### config.mk
export PLATFORM = sky130hd
export DESIGN_NAME = vdp_reg_write_arbiter
export DESIGN_NICKNAME = d
export VERILOG_FILES = /design/src/rtl/vdp_reg_pkg.sv /design/src/rtl/vdp_reg_write_fifo.sv /design/src/rtl/vdp_reg_write_arbiter.sv
export SDC_FILE = /design/constraint.sdc
export NUM_CORES = 1
export LEC_CHECK = 0
export ABC_AREA = 0
export BUFFER_PORTS_ARGS = -buffer_cell sky130_fd_sc_hd__buf_2
export CELL_PAD_IN_SITES_DETAIL_PLACEMENT = 0
export CELL_PAD_IN_SITES_GLOBAL_PLACEMENT = 1
export CORE_AREA = 3 3 120 110
export DETAILED_ROUTE_END_ITERATION = 6
export DIE_AREA = 0 0 123 113
export GPL_TIMING_DRIVEN = 0
export PLACE_DENSITY_LB_ADDON = 0.12
export REMOVE_ABC_BUFFERS = 1
export SYNTH_ARGS = -nofsm -noshare
export SYNTH_HDL_FRONTEND = slang
export SYNTH_SLANG_ARGS = --single-unit
### constraint.sdc
create_clock -name clk -period 2.5 [get_ports clk]
set_input_delay 0.5 -clock clk [delete_from_list [all_inputs] [get_ports clk]]
set_output_delay 0.5 -clock clk [all_outputs]
set_load 0.005 [all_outputs]
### src/rtl/vdp_reg_pkg.sv
// Shared VDP register-write types, used by the copper, this arbiter and the register file.
package vdp_reg_pkg;

    localparam int VDP_REG_ADDR_WIDTH = 6;
    localparam int VDP_REG_DATA_WIDTH = 16;

    typedef struct packed {
        logic [VDP_REG_ADDR_WIDTH-1:0] address;
        logic [VDP_REG_DATA_WIDTH-1:0] data;
    } vdp_reg_write_t;

    localparam int VDP_REG_WRITE_WIDTH = $bits(vdp_reg_write_t);

    typedef enum logic [1:0] {
        GRANT_NONE,
        GRANT_HOST,
        GRANT_COPPER
    } vdp_grant_t;

endpackage

### src/rtl/vdp_reg_write_fifo.sv
// Synchronous FIFO buffering copper register writes; full/empty are judged on registered state.
module vdp_reg_write_fifo #(
    parameter int DEPTH = 4,
    parameter int WIDTH = 22
) (
    input  logic                     clk,
    input  logic                     reset,
    input  logic                     push,
    input  logic [WIDTH-1:0]         push_data,
    input  logic                     pop,
    output logic [WIDTH-1:0]         pop_data,
    output logic                     full,
    output logic                     empty,
    output logic [$clog2(DEPTH):0]   count
);

    localparam int PTR_W = $clog2(DEPTH);

    logic [WIDTH-1:0] mem [DEPTH];
    logic [PTR_W-1:0] rd_ptr;
    logic [PTR_W-1:0] wr_ptr;
    logic [PTR_W:0]   count_q;
    logic             do_push;
    logic             do_pop;

    assign full     = (count_q == (PTR_W+1)'(DEPTH));
    assign empty    = (count_q == '0);
    assign count    = count_q;
    assign pop_data = mem[rd_ptr];
    assign do_push  = push && !full;
    assign do_pop   = pop && !empty;

    always_ff @(posedge clk) begin
        if (do_push) begin
            mem[wr_ptr] <= push_data;
        end
    end

    // Depth is a power of two, so the pointers wrap naturally.
    always_ff @(posedge clk) begin
        if (reset) begin
            rd_ptr  <= '0;
            wr_ptr  <= '0;
            count_q <= '0;
        end else begin
            if (do_push) begin
                wr_ptr <= wr_ptr + PTR_W'(1);
            end
            if (do_pop) begin
                rd_ptr <= rd_ptr + PTR_W'(1);
            end
            if (do_push && !do_pop) begin
                count_q <= count_q + (PTR_W+1)'(1);
            end else if (do_pop && !do_push) begin
                count_q <= count_q - (PTR_W+1)'(1);
            end
        end
    end

endmodule

### src/rtl/vdp_reg_write_arbiter.sv
// Merges host bus writes and buffered copper writes into the single register-file write port.
module vdp_reg_write_arbiter
    import vdp_reg_pkg::*;
#(
    parameter int FIFO_DEPTH     = 4,
    parameter int HOST_BURST_MAX = 4
) (
    input  logic                          clk,
    input  logic                          reset,
    input  logic [VDP_REG_ADDR_WIDTH-1:0] host_write_address,
    input  logic [VDP_REG_DATA_WIDTH-1:0] host_write_data,
    input  logic                          host_write_en,
    output logic                          host_write_ready,
    input  logic [VDP_REG_ADDR_WIDTH-1:0] copper_write_address,
    input  logic [VDP_REG_DATA_WIDTH-1:0] copper_write_data,
    input  logic                          copper_write_en,
    output logic                          copper_write_ready,
    output logic [VDP_REG_ADDR_WIDTH-1:0] reg_write_address,
    output logic [VDP_REG_DATA_WIDTH-1:0] reg_write_data,
    output logic                          reg_write_en,
    input  logic                          reg_write_ready,
    output logic                          copper_overflow,
    input  logic                          copper_overflow_clear
);

    localparam int BURST_W = $clog2(HOST_BURST_MAX + 1);
    localparam int COUNT_W = $clog2(FIFO_DEPTH) + 1;

    vdp_reg_write_t     copper_in;
    vdp_reg_write_t     fifo_head;
    logic               fifo_full;
    logic               fifo_empty;
    logic [COUNT_W-1:0] fifo_count;
    logic [BURST_W-1:0] burst_count;
    logic               slot_loadable;
    logic               host_allowed;
    vdp_grant_t         grant;

    assign copper_in.address = copper_write_address;
    assign copper_in.data    = copper_write_data;

    vdp_reg_write_fifo #(
        .DEPTH (FIFO_DEPTH),
        .WIDTH (VDP_REG_WRITE_WIDTH)
    ) u_fifo (
        .clk       (clk),
        .reset     (reset),
        .push      (copper_write_en),
        .push_data (copper_in),
        .pop       (grant == GRANT_COPPER),
        .pop_data  (fifo_head),
        .full      (fifo_full),
        .empty     (fifo_empty),
        .count     (fifo_count)
    );

    assign slot_loadable      = !reg_write_en || reg_write_ready;
    assign host_allowed       = fifo_empty || (burst_count < BURST_W'(HOST_BURST_MAX));
    assign host_write_ready   = slot_loadable && host_allowed;
    assign copper_write_ready = !fifo_full;

    // Host has priority until it has used up its burst allowance against a waiting copper.
    always_comb begin
        grant = GRANT_NONE;
        if (slot_loadable) begin
            if (host_write_en && host_allowed) begin
                grant = GRANT_HOST;
            end else if (!fifo_empty) begin
                grant = GRANT_COPPER;
            end
        end
    end

    always_ff @(posedge clk) begin
        if (reset) begin
            burst_count <= '0;
        end else if (fifo_count == '0) begin
            burst_count <= '0;
        end else if (grant == GRANT_HOST) begin
            if (burst_count < BURST_W'(HOST_BURST_MAX)) begin
                burst_count <= burst_count + BURST_W'(1);
            end
        end else if (grant == GRANT_COPPER) begin
            burst_count <= '0;
        end
    end

    always_ff @(posedge clk) begin
        if (reset) begin
            reg_write_en      <= 1'b0;
            reg_write_address <= '0;
            reg_write_data    <= '0;
        end else if (slot_loadable) begin
            unique case (grant)
                GRANT_HOST: begin
                    reg_write_en      <= 1'b1;
                    reg_write_address <= host_write_address;
                    reg_write_data    <= host_write_data;
                end
                GRANT_COPPER: begin
                    reg_write_en      <= 1'b1;
                    reg_write_address <= fifo_head.address;
                    reg_write_data    <= fifo_head.data;
                end
                default: begin
                    reg_write_en <= 1'b0;
                end
            endcase
        end
    end

    // An overflow in the same cycle beats a clear so that no drop goes unreported.
    always_ff @(posedge clk) begin
        if (reset) begin
            copper_overflow <= 1'b0;
        end else if (copper_write_en && fifo_full) begin
            copper_overflow <= 1'b1;
        end else if (copper_overflow_clear) begin
            copper_overflow <= 1'b0;
        end
    end

endmodule
==> metrics.yaml, run 1 <==
placed_design:
  routabilityCongestion: 0.692
  placedCellCount: 541
  portBuffers: 75
  dp.final_hpwl_um: 6500
  place_area_mm2: 0.00555
final_layout:
  layout-drive-gt1-share: 0.428
  area_growth_pct: 25.0
  finalInstanceArea_mm2: 0.00626
  final_common_cell: "edfxtp_1"
  antenna_cells: 0
  nNetsFinal: 467
  fin_cells: 581
  nFillCells: 1034
  layout_common_cells: "edfxtp_1 (88), buf_2 (75), dfxtp_1 (31)"
power_and_ir_drop:
  p_switching_w: 0.00188
  clock_power_share: 0.348
  p_per_area_mw_per_mm2: 1080
  sw_frac_of_total: 0.280
  p_comb_frac: 0.251
  ir_drop_uv: 779
  p_leak_nw: 2.31
  pwr-share-seq: 0.401
  internal_power_w: 0.00485
worst_setup_path:
  path_buf_inv: 1
  slowest_delay_ns: 0.40
  arrival_ns: 2.87
  cp.required_ns: 2.83
  path_cells: "or3_4, a21boi_2, nand2_1, ha_4, o31ai_4, ha_2, inv_1, fa_2, xor2_1, or3_1, a21oi_1"
  end_kind: "register"
  crit_type: "register to register"
  cp_top_family: "simple AND/OR/NAND/NOR gates"
  start_kind: "register"
  crit_slowest_cell: "or3_4"
  worst-path-max-fanout: 5
detailed_routing:
  drtIter0Drc: 178
  via_per_inst: 5.27
  antenna_left: 0
  firstDrtPassIters: 6
  vias: 3064
  finalWirelength_um: 11600
  drc: 0
  post_drt_wl_per_cell_um: 20.0
die:
  dieArea_mm2: 0.0139
  fp.dieH_um: 113
  fp.dieW_um: 123
  initial_utilization: 0.416
  ios: 76
  core-area_mm2: 0.0120
  rows: 38
cts:
  cts_sinks: 124
  ctsLongestPathBuffers: 2
  ctsHoldBuffers: 0
  cts.clk_slew.worst_paths_ns: 0.05
  htreeDepth: 4
  worstSkewPairLatency_ns: 0.41
  numCtsBuffers: 17
  root_buffer: "clkbuf_16"
  cts_tree: "built"
timing:
  finalMaxSlewViolations: 0
  worst_pin_slew_ns: 0.755
  min_period_ns: 2.55
  slew_headroom: 0.496
  setup_viol: 1
  period_share: 1.02
  fin_ws_ns: -0.0472
  grt_setup_unrepaired: "yes"
  worst_clock_skew_ns: 0.00739
  max_freq_ghz: 0.393
  final_hold_viol_count: 0
  holdWs_ns: 0.303
synthesis:
  synth-seq-cells: 124
  synth_top_area_share: 0.528
  ys_types: 36
  syn_area_per_cell_um2: 15.5
  syn_area_mm2: 0.00501
  synthTopCellsByArea: "edfxtp_1 (53%), dfxtp_1 (14%), mux2_2 (5.8%), mux2_4 (5.4%), a222oi_1 (4.4%)"
  async_flop_share: 0
  syn_inst: 324
  ys_seq_area_frac: 0.671
  synth_edf_count: 88
  yosysWarnings: 0
  yosys_most_used_dff: "edfxtp_1"
  netlist.top_cell.by_area: "edfxtp_1"
global_routing:
  grt_util_all_layers: 0.177
  grt_overflow: 0
  antenna_found_initial: 0
  grt_start_max_net_pins: 36
  grt_pass1_vias: 3083
  grt_pass1_wl_um: 17500
outcome:
  violations: "negative setup slack"
  status: "finished, violations left"
job:
  max_cap_violations: 0
min_path:
  hold_path.class: "primary input to register"
## registers in the layout, indices dropped and copies added (netlist names), named ones only
name,count
u_fifo.mem,88
reg_write_data,16
reg_write_address,6
burst_count,3
u_fifo.count,3
u_fifo.rd_ptr,2
u_fifo.wr_ptr,2
copper_overflow,1
reg_write_en,1
## routing by layer
metal	vias up	part of all wire	GRT usage
li1	1464	-	-
met1	1509	0.44	0.229
met2	80	0.49	0.283
met3	11	0.057	0.0540
met4	0	0.014	0.0679
met5	-	0	0
## per-stage QoR
stage | total power, W | setup slack, ns | utilization | setup TNS, ns
2_1_floorplan | 0.00363 | -0.658 | - | -15.40
3_3_place_gp | 0.00417 | -2.30 | 0.453 | -56.58
3_5_place_dp | 0.00427 | -1.63 | 0.461 | -41.51
4_1_cts | 0.00679 | -0.000648 | 0.519 | -0.000648
5_1_grt | 0.00707 | -0.136 | 0.520 | -0.183
6_report | 0.00673 | -0.0472 | 0.520 | -0.0472
## layout make-up
| type | count | area (um2) | area share |
|---|---|---|---|
| repair buffers | 85 | 510 | 0.0816 |
| repair inverters | 1 | 7.51 | 0.00120 |
| well taps | 160 | 200 | 0.0320 |
| clock buffers | 25 | 485 | 0.0776 |
| multi-input cells | 171 | 1560 | 0.249 |
| inverters | 8 | 37.5 | 0.00600 |
| clock inverters | 7 | 87.6 | 0.0140 |
| flip-flops and latches | 124 | 3370 | 0.539 |
## logic make-up after synthesis
group,share of synthesized area
adder cells (fa/ha/maj),0.0240
flip-flops,0.671
AO/OA/AOI/OAI,0.116
AND/OR/NAND/NOR,0.0332
buffers and inverters,0.0322
multiplexers,0.116
XOR/XNOR,0.00699
## path summary, 6_finish.rpt
path	start	endpoint	slack, ns	cells after the start
worst min register to register	reg_write_address[3]	reg_write_address[3]	0.52	2
worst max register to register	u_fifo.count[1]	u_fifo.count[2]	-0.05	11
worst min-delay path	copper_write_data[2]	u_fifo.mem[0][2]	0.30	1
worst max-delay path	u_fifo.count[1]	u_fifo.count[2]	-0.05	11
## timing repair
action,in CTS,in global routing
pin swaps,6,1
gates resized for setup,20,7
buffers inserted,6,0
setup endpoints to repair,31,112
cloned,2,0
## Yosys cell counts, types with 2 or more instances
master / number
edfxtp_1: 88
dfxtp_1: 36
a21oi_1: 28
mux2_2: 26
a211oi_1: 22
a222oi_1: 22
mux2_4: 18
clkbuf_1: 12
ha_1: 8
inv_1: 8
nor2_1: 8
buf_2: 5
and3_1: 4
xor2_1: 4
nand3_1: 3
nor3_1: 3
o21ai_0: 3
and2_0: 2
buf_4: 2
mux2i_1: 2
nand2b_1: 2
nor2b_1: 2
nor3b_1: 2
or3_1: 2
## power by group through the flow
| stage | Sequential [W] | Combinational (W) | Clock (W) |
|---|---|---|---|
| 2_1_floorplan | 0.00275 | 0.000887 | 0 |
| 3_3_place_gp | 0.00278 | 0.00139 | 0 |
| 3_5_place_dp | 0.00275 | 0.00152 | 0 |
| 4_1_cts | 0.00271 | 0.00169 | 0.00240 |
| 5_1_grt | 0.00274 | 0.00183 | 0.00250 |
| 6_report | 0.00270 | 0.00169 | 0.00235 |
Note: power is estimated with default switching activity, not from simulation.
==> run 2, diff against run 1 <==
REMOVE_ABC_BUFFERS = default   (was 1)
==> metrics.yaml, run 2 (same netlist as run 1, synthesis figures left out) <==
global_routing:
  antenna_found_initial: 0  # unchanged
  grt-busiest-layer: "met2"  # unchanged
  met1_usage: 0.230  # was 0.229
  grt_util_all_layers: 0.176  # was 0.177
  use_met2: 0.282  # was 0.283
  grt_start_max_net_pins: 23  # was 36
  grt_overflow: 0  # unchanged
  grt_pass1_wl_um: 17800  # was 17500 um
  gr-usage-met3: 0.0480  # was 0.0540
  grt_pass1_vias: 3240  # was 3083
final_layout:
  regArea_mm2: 0.00337  # unchanged
  layout-drive-gt1-share: 0.428  # about the same
  antenna_cells: 0  # unchanged
  finalInstanceArea_mm2: 0.00633  # was 0.00626 mm2
  utilization: 0.526  # was 0.520
  nFillCells: 1046  # was 1034
  largest_register: "u_fifo.mem"  # unchanged
  layout_common_cells: "edfxtp_1 (88), buf_2 (78), dfxtp_1 (33)"  # was edfxtp_1 (88), buf_2 (75), dfxtp_1 (31)
  largest_reg_flops: 88  # unchanged
  multi_input_area_mm2: 0.00154  # was 0.00156 mm2
  nNetsFinal: 481  # was 467
  final_common_cell: "edfxtp_1"  # unchanged
  reg_top3: "u_fifo.mem x88, reg_write_data x16, reg_write_address x6"  # unchanged
  area_growth_pct: 26.3  # was 25.0%
cts:
  ctsLongestPathBuffers: 2  # unchanged
  root_buffer: "clkbuf_16"  # unchanged
  worstSkewPairLatency_ns: 0.41  # about the same
  cts_tree: "built"  # unchanged
  numCtsBuffers: 17  # unchanged
  cts_sinks: 124  # unchanged
  cts.clk_slew.worst_paths_ns: 0.06  # was 0.05 ns
  ctsHoldBuffers: 0  # unchanged
  htreeDepth: 4  # unchanged
power_and_ir_drop:
  ir_drop_uv: 639  # was 779 uV
  p_leak_nw: 2.37  # was 2.31 nW
  p_per_area_mw_per_mm2: 1080  # about the same
worst_setup_path:
  path_cells: "or3_4, a21boi_4, nand2_2, ha_4, o31ai_4, ha_2, inv_2, fa_2, xor2_1, or3_1, a21oi_1"  # was or3_4, a21boi_2, nand2_1, ha_4, o31ai_4, ha_2, inv_1, fa_2, xor2_1, or3_1, a21oi_1
  crit_type: "register to register"  # unchanged
  regToRegSetupSlack_ns: 0.02  # was -0.05 ns
  end_kind: "register"  # unchanged
  cp.required_ns: 2.84  # was 2.83 ns
  cp_top_family: "simple AND/OR/NAND/NOR gates"  # unchanged
  crit_slowest_cell: "or3_4"  # unchanged
  slowest_delay_ns: 0.40  # about the same
  start_kind: "register"  # unchanged
  arrival_ns: 2.82  # was 2.87 ns
  worst-path-max-fanout: 5  # unchanged
  path_buf_inv: 1  # unchanged
job:
  max_cap_violations: 0  # unchanged
detailed_routing:
  drc: 0  # unchanged
  antenna_left: 0  # unchanged
  drtIter0Drc: 293  # was 178
  post_drt_wl_per_cell_um: 19.3  # was 20.0 um
  finalWirelength_um: 11500  # was 11600 um
  via_per_inst: 5.26  # was 5.27
  vias: 3132  # was 3064
  firstDrtPassIters: 6  # unchanged
synthesis:
  syn_nets: 383
placed_design:
  place_area_mm2: 0.00563  # was 0.00555 mm2
  routabilityCongestion: 0.721  # was 0.692
  dp.final_hpwl_um: 7130  # was 6500 um
  portBuffers: 74  # was 75
timing:
  final_hold_viol_count: 0  # unchanged
  worst_clock_skew_ns: 0.0107  # was 0.00739 ns
  finalMaxSlewViolations: 0  # unchanged
  period_share: 0.993  # was 1.02
  holdWs_ns: 0.289  # was 0.303 ns
  max_freq_ghz: 0.403  # was 0.393 GHz
  grt_setup_unrepaired: "yes"  # unchanged
  slew_headroom: 0.186  # was 0.496
  min_period_ns: 2.48  # was 2.55 ns
  worst_pin_slew_ns: 1.22  # was 0.755 ns
  setup-tns-final_ns: 0  # was -0.0472 ns
  setup_viol: 0  # was 1
die:
  rows: 38  # unchanged
  core-area_mm2: 0.0120  # unchanged
  initial_utilization: 0.416  # unchanged
  dieArea_mm2: 0.0139  # unchanged
  ios: 76  # unchanged
  fp.dieW_um: 123  # unchanged
  fp.dieH_um: 113  # unchanged
outcome:
  status: "finished, final reports clean"  # was finished, violations left
min_path:
  hold_path.class: "primary input to register"  # unchanged
run 2: cell types whose count changed in the layout (fill, tap and decap cells not counted), sizes merged:
cell      previous run  this run
inv                  6        13
clkbuf              25        30
buf                 85        89
bufinv               2         3
clkinv               4         3
clkinvlp             4         3
nand2b               3         2
run 2: area by class of cell:
| class | instances | share of cell area |
|---|---|---|
| Clock inverter | 14 | 0.0293 |
| Buffer | 22 | 0.0249 |
| Multi-Input combinational cell | 170 | 0.244 |
| Sequential cell | 124 | 0.533 |
| Tap cell | 160 | 0.0316 |
| Inverter | 8 | 0.00475 |
| Timing Repair Buffer | 79 | 0.0645 |
| Clock buffer | 18 | 0.0678 |
run 2: what timing repair did:
item,in CTS,in global routing
cloned,0,0
pin swaps,6,2
gates resized for setup,10,13
setup endpoints to repair,21,88
buffers inserted,3,2
run 2: worst reg2reg max path, cell delays in order, from the launching register on:
cell and delay [ns]:
dfxtp_4 0.34, or3_4 0.40, a21boi_4 0.16, nand2_2 0.09, ha_4 0.18, o31ai_4 0.06, ha_2 0.23, inv_2 0.04
fa_2 0.32, xor2_1 0.15, or3_1 0.31, a21oi_1 0.12
run 2: final timing paths:
| path | from | end | cells after the start |
|---|---|---|---|
| max | u_fifo.count[1] | u_fifo.count[2] | 11 |
| max reg2reg | u_fifo.count[1] | u_fifo.count[2] | 11 |
| min | copper_write_data[1] | u_fifo.mem[0][1] | 1 |
| min reg2reg | reg_write_data[15] | reg_write_data[15] | 2 |
run 2: power breakdown:
part | total [W] | internal, W | switching (W)
logic | 0.00164 | 0.000758 | 0.000886
clock network | 0.00252 | 0.00159 | 0.000931
registers | 0.00268 | 0.00254 | 0.000147
run 2: routing by layer:
metal	routed length, um	up-vias
met3	609	12
met1	5060	1551
met5	0	-
met2	5680	78
met4	128	0
li1	-	1491
run 2: per-stage QoR:
| step | setup WS (ns) | std cells | power (W) |
|---|---|---|---|
| global route | -0.0573 | 595 | 0.00721 |
| floorplan | 0.00681 | 324 | 0.00375 |
| detailed placement | -0.309 | 558 | 0.00430 |
| finish | 0.0183 | 595 | 0.00685 |
| CTS | -0.00921 | 593 | 0.00690 |
| global placement | -0.283 | 558 | 0.00427 |
==> run 3, diff against run 2 <==
CAP_MARGIN = 10   (was default)
CORE_AREA = 3 3 117 108   (was 3 3 120 110)
CTS_BUF_LIST = sky130_fd_sc_hd__clkbuf_4 sky130_fd_sc_hd__clkbuf_8   (was default)
DIE_AREA = 0 0 120 111   (was 0 0 123 113)
==> metrics.yaml, run 3 (same netlist as run 1, synthesis figures left out) <==
timing:
  worst_clock_skew_ns: 0.0102  # was 0.0107 ns
  setup_viol: 0  # unchanged
  fin_ws_ns: 0.0500  # was 0.0183 ns
  final_hold_viol_count: 0  # unchanged
  min_period_ns: 2.45  # was 2.48 ns
  worst_pin_slew_ns: 0.660  # was 1.22 ns
  period_share: 0.980  # was 0.993
  finalMaxSlewViolations: 0  # unchanged
  grt_setup_unrepaired: "yes"  # unchanged
  max_freq_ghz: 0.408  # was 0.403 GHz
  holdWs_ns: 0.280  # was 0.289 ns
  slew_headroom: 0.560  # was 0.186
cts:
  ctsHoldBuffers: 0  # unchanged
  ctsLongestPathBuffers: 2  # unchanged
  root_buffer: "clkbuf_8"  # was clkbuf_16
  cts_sinks: 124  # unchanged
  cts_tree: "built"  # unchanged
  worstSkewPairLatency_ns: 0.43  # was 0.41 ns
  htreeDepth: 4  # unchanged
  cts.clk_slew.worst_paths_ns: 0.08  # was 0.06 ns
  numCtsBuffers: 17  # unchanged
worst_setup_path:
  end_kind: "register"  # unchanged
  cp_top_family: "simple AND/OR/NAND/NOR gates"  # unchanged
  worst-path-max-fanout: 3  # was 5
  arrival_ns: 2.80  # was 2.82 ns
  r2r_end: "u_fifo.count[2]"  # unchanged
  path_cells: "or3_4, a21boi_4, nand2_2, ha_4, o31ai_4, ha_2, inv_2, fa_2, xor2_1, or3_1, a21oi_1"  # unchanged
  endpoint: "u_fifo.count[2]"  # unchanged
  startpoint: "u_fifo.count[1]"  # unchanged
  ff2ff_path_depth: 11  # unchanged
  crit_slowest_cell: "or3_4"  # unchanged
  start_kind: "register"  # unchanged
  cp.depth: 11  # unchanged
  slowest_delay_ns: 0.41  # was 0.40 ns
  cp.required_ns: 2.85  # was 2.84 ns
  crit_type: "register to register"  # unchanged
  path_buf_inv: 1  # unchanged
  regToRegSetupSlack_ns: 0.05  # was 0.02 ns
  r2r-start: "u_fifo.count[1]"  # unchanged
placed_design:
  dp_slack_ns: -0.299  # was -0.309 ns
  placedCellCount: 555  # was 558
  routabilityCongestion: 0.724  # was 0.721
  dp.final_hpwl_um: 7010  # was 7130 um
  portBuffers: 74  # unchanged
detailed_routing:
  post_drt_wl_per_cell_um: 18.9  # was 19.3 um
  antenna_left: 0  # unchanged
  drc: 0  # unchanged
  firstDrtPassIters: 6  # unchanged
  finalWirelength_um: 11300  # was 11500 um
  vias: 3160  # was 3132
  drtIter0Drc: 304  # was 293
  via_per_inst: 5.29  # was 5.26
final_layout:
  nNetsFinal: 487  # was 481
  largest_reg_flops: 88  # unchanged
  nFillCells: 990  # was 1046
  antenna_cells: 0  # unchanged
  reg_top3: "u_fifo.mem x88, reg_write_data x16, reg_write_address x6"  # unchanged
  layout_common_cells: "edfxtp_1 (88), buf_2 (80), dfxtp_1 (33)"  # was edfxtp_1 (88), buf_2 (78), dfxtp_1 (33)
  final_common_cell: "edfxtp_1"  # unchanged
  largest_register: "u_fifo.mem"  # unchanged
  layout-drive-gt1-share: 0.431  # was 0.428
  area_growth_pct: 25.5  # was 26.3%
  fin_cells: 597  # was 595
power_and_ir_drop:
  p_per_area_mw_per_mm2: 1020  # was 1080 mW/mm2
  ir_drop_uv: 530  # was 639 uV
  p_leak_nw: 2.37  # about the same
  totalPowerFinal_w: 0.00642  # was 0.00685 W
die:
  rows: 37  # was 38
  dieArea_mm2: 0.0133  # was 0.0139 mm2
  core-area_mm2: 0.0114  # was 0.0120 mm2
  initial_utilization: 0.438  # was 0.416
  fp.dieW_um: 120  # was 123 um
  fp.dieH_um: 111  # was 113 um
  ios: 76  # unchanged
min_path:
  hp-start: "copper_write_data[4]"  # was copper_write_data[1]
  hold_path.class: "primary input to register"  # unchanged
global_routing:
  grt_pass1_wl_um: 17500  # was 17800 um
  antenna_found_initial: 0  # unchanged
  grt_overflow: 0  # unchanged
  grt_start_max_net_pins: 23  # unchanged
  grt_pass1_vias: 3216  # was 3240
  grt_util_all_layers: 0.176  # about the same
job:
  max_cap_violations: 0  # unchanged
synthesis:
  syn_nets: 383  # unchanged
outcome:
  status: "finished, final reports clean"  # unchanged
[run 3: worst min-delay path by stage]
stage	endpoint	slack, ns	depth (start not counted)
floorplan	u_fifo.wr_ptr[0]	0.48	2
global placement	reg_write_address[1]	0.51	2
detailed placement	reg_write_data[11]	0.52	2
CTS	u_fifo.mem[1][4]	0.24	1
global route	u_fifo.mem[1][4]	0.24	1
finish	u_fifo.mem[1][4]	0.28	1
[run 3: per-layer routing]
layer  up-vias  share of wire  track usage
met5         -              0            0
met4         0          0.012       0.0557
met3         9          0.054       0.0571
met2        89           0.49        0.275
met1      1563           0.44        0.234
li1       1499              -            -
[run 3: where the power goes]
part | switching, W | total, W | internal, W
Combinational | 0.000913 | 0.00171 | 0.000794
Sequential | 0.000144 | 0.00267 | 0.00253
Clock | 0.000801 | 0.00204 | 0.00124
[run 3: repair_timing]
item | CTS | global route
cloned | 0 | 0
endpoints found under the setup margin | 21 | 22
pin swaps | 6 | 2
setup buffers | 5 | 2
resized for setup | 7 | 14
[run 3: through the flow]
step	utilization	instance area, um2	setup TNS [ns]
4_1_cts	0.540	6180	0
6_report	0.550	6280	0
2_1_floorplan	-	5060	0
3_3_place_gp	0.492	5630	-5.09
5_1_grt	0.550	6280	-0.0391
3_5_place_dp	0.495	5660	-5.49
[run 3: worst register-to-register path, stage by stage (launching register included)]
cell and delay (ns):
dfxtp_4 0.34, or3_4 0.41, a21boi_4 0.16, nand2_2 0.08, ha_4 0.17, o31ai_4 0.06, ha_2 0.23, inv_2 0.04
fa_2 0.32, xor2_1 0.15, or3_1 0.30, a21oi_1 0.11
[run 3: layout make-up]
class	count	area, um2	area share
plain buffers	22	155	0.0247
clock buffers	19	255	0.0406
flip-flops and latches	124	3370	0.537
repair buffers	85	520	0.0828
clock inverters	13	215	0.0342
inverters	8	30.0	0.00478
multi-input cells	170	1540	0.245
well taps	156	195	0.0311
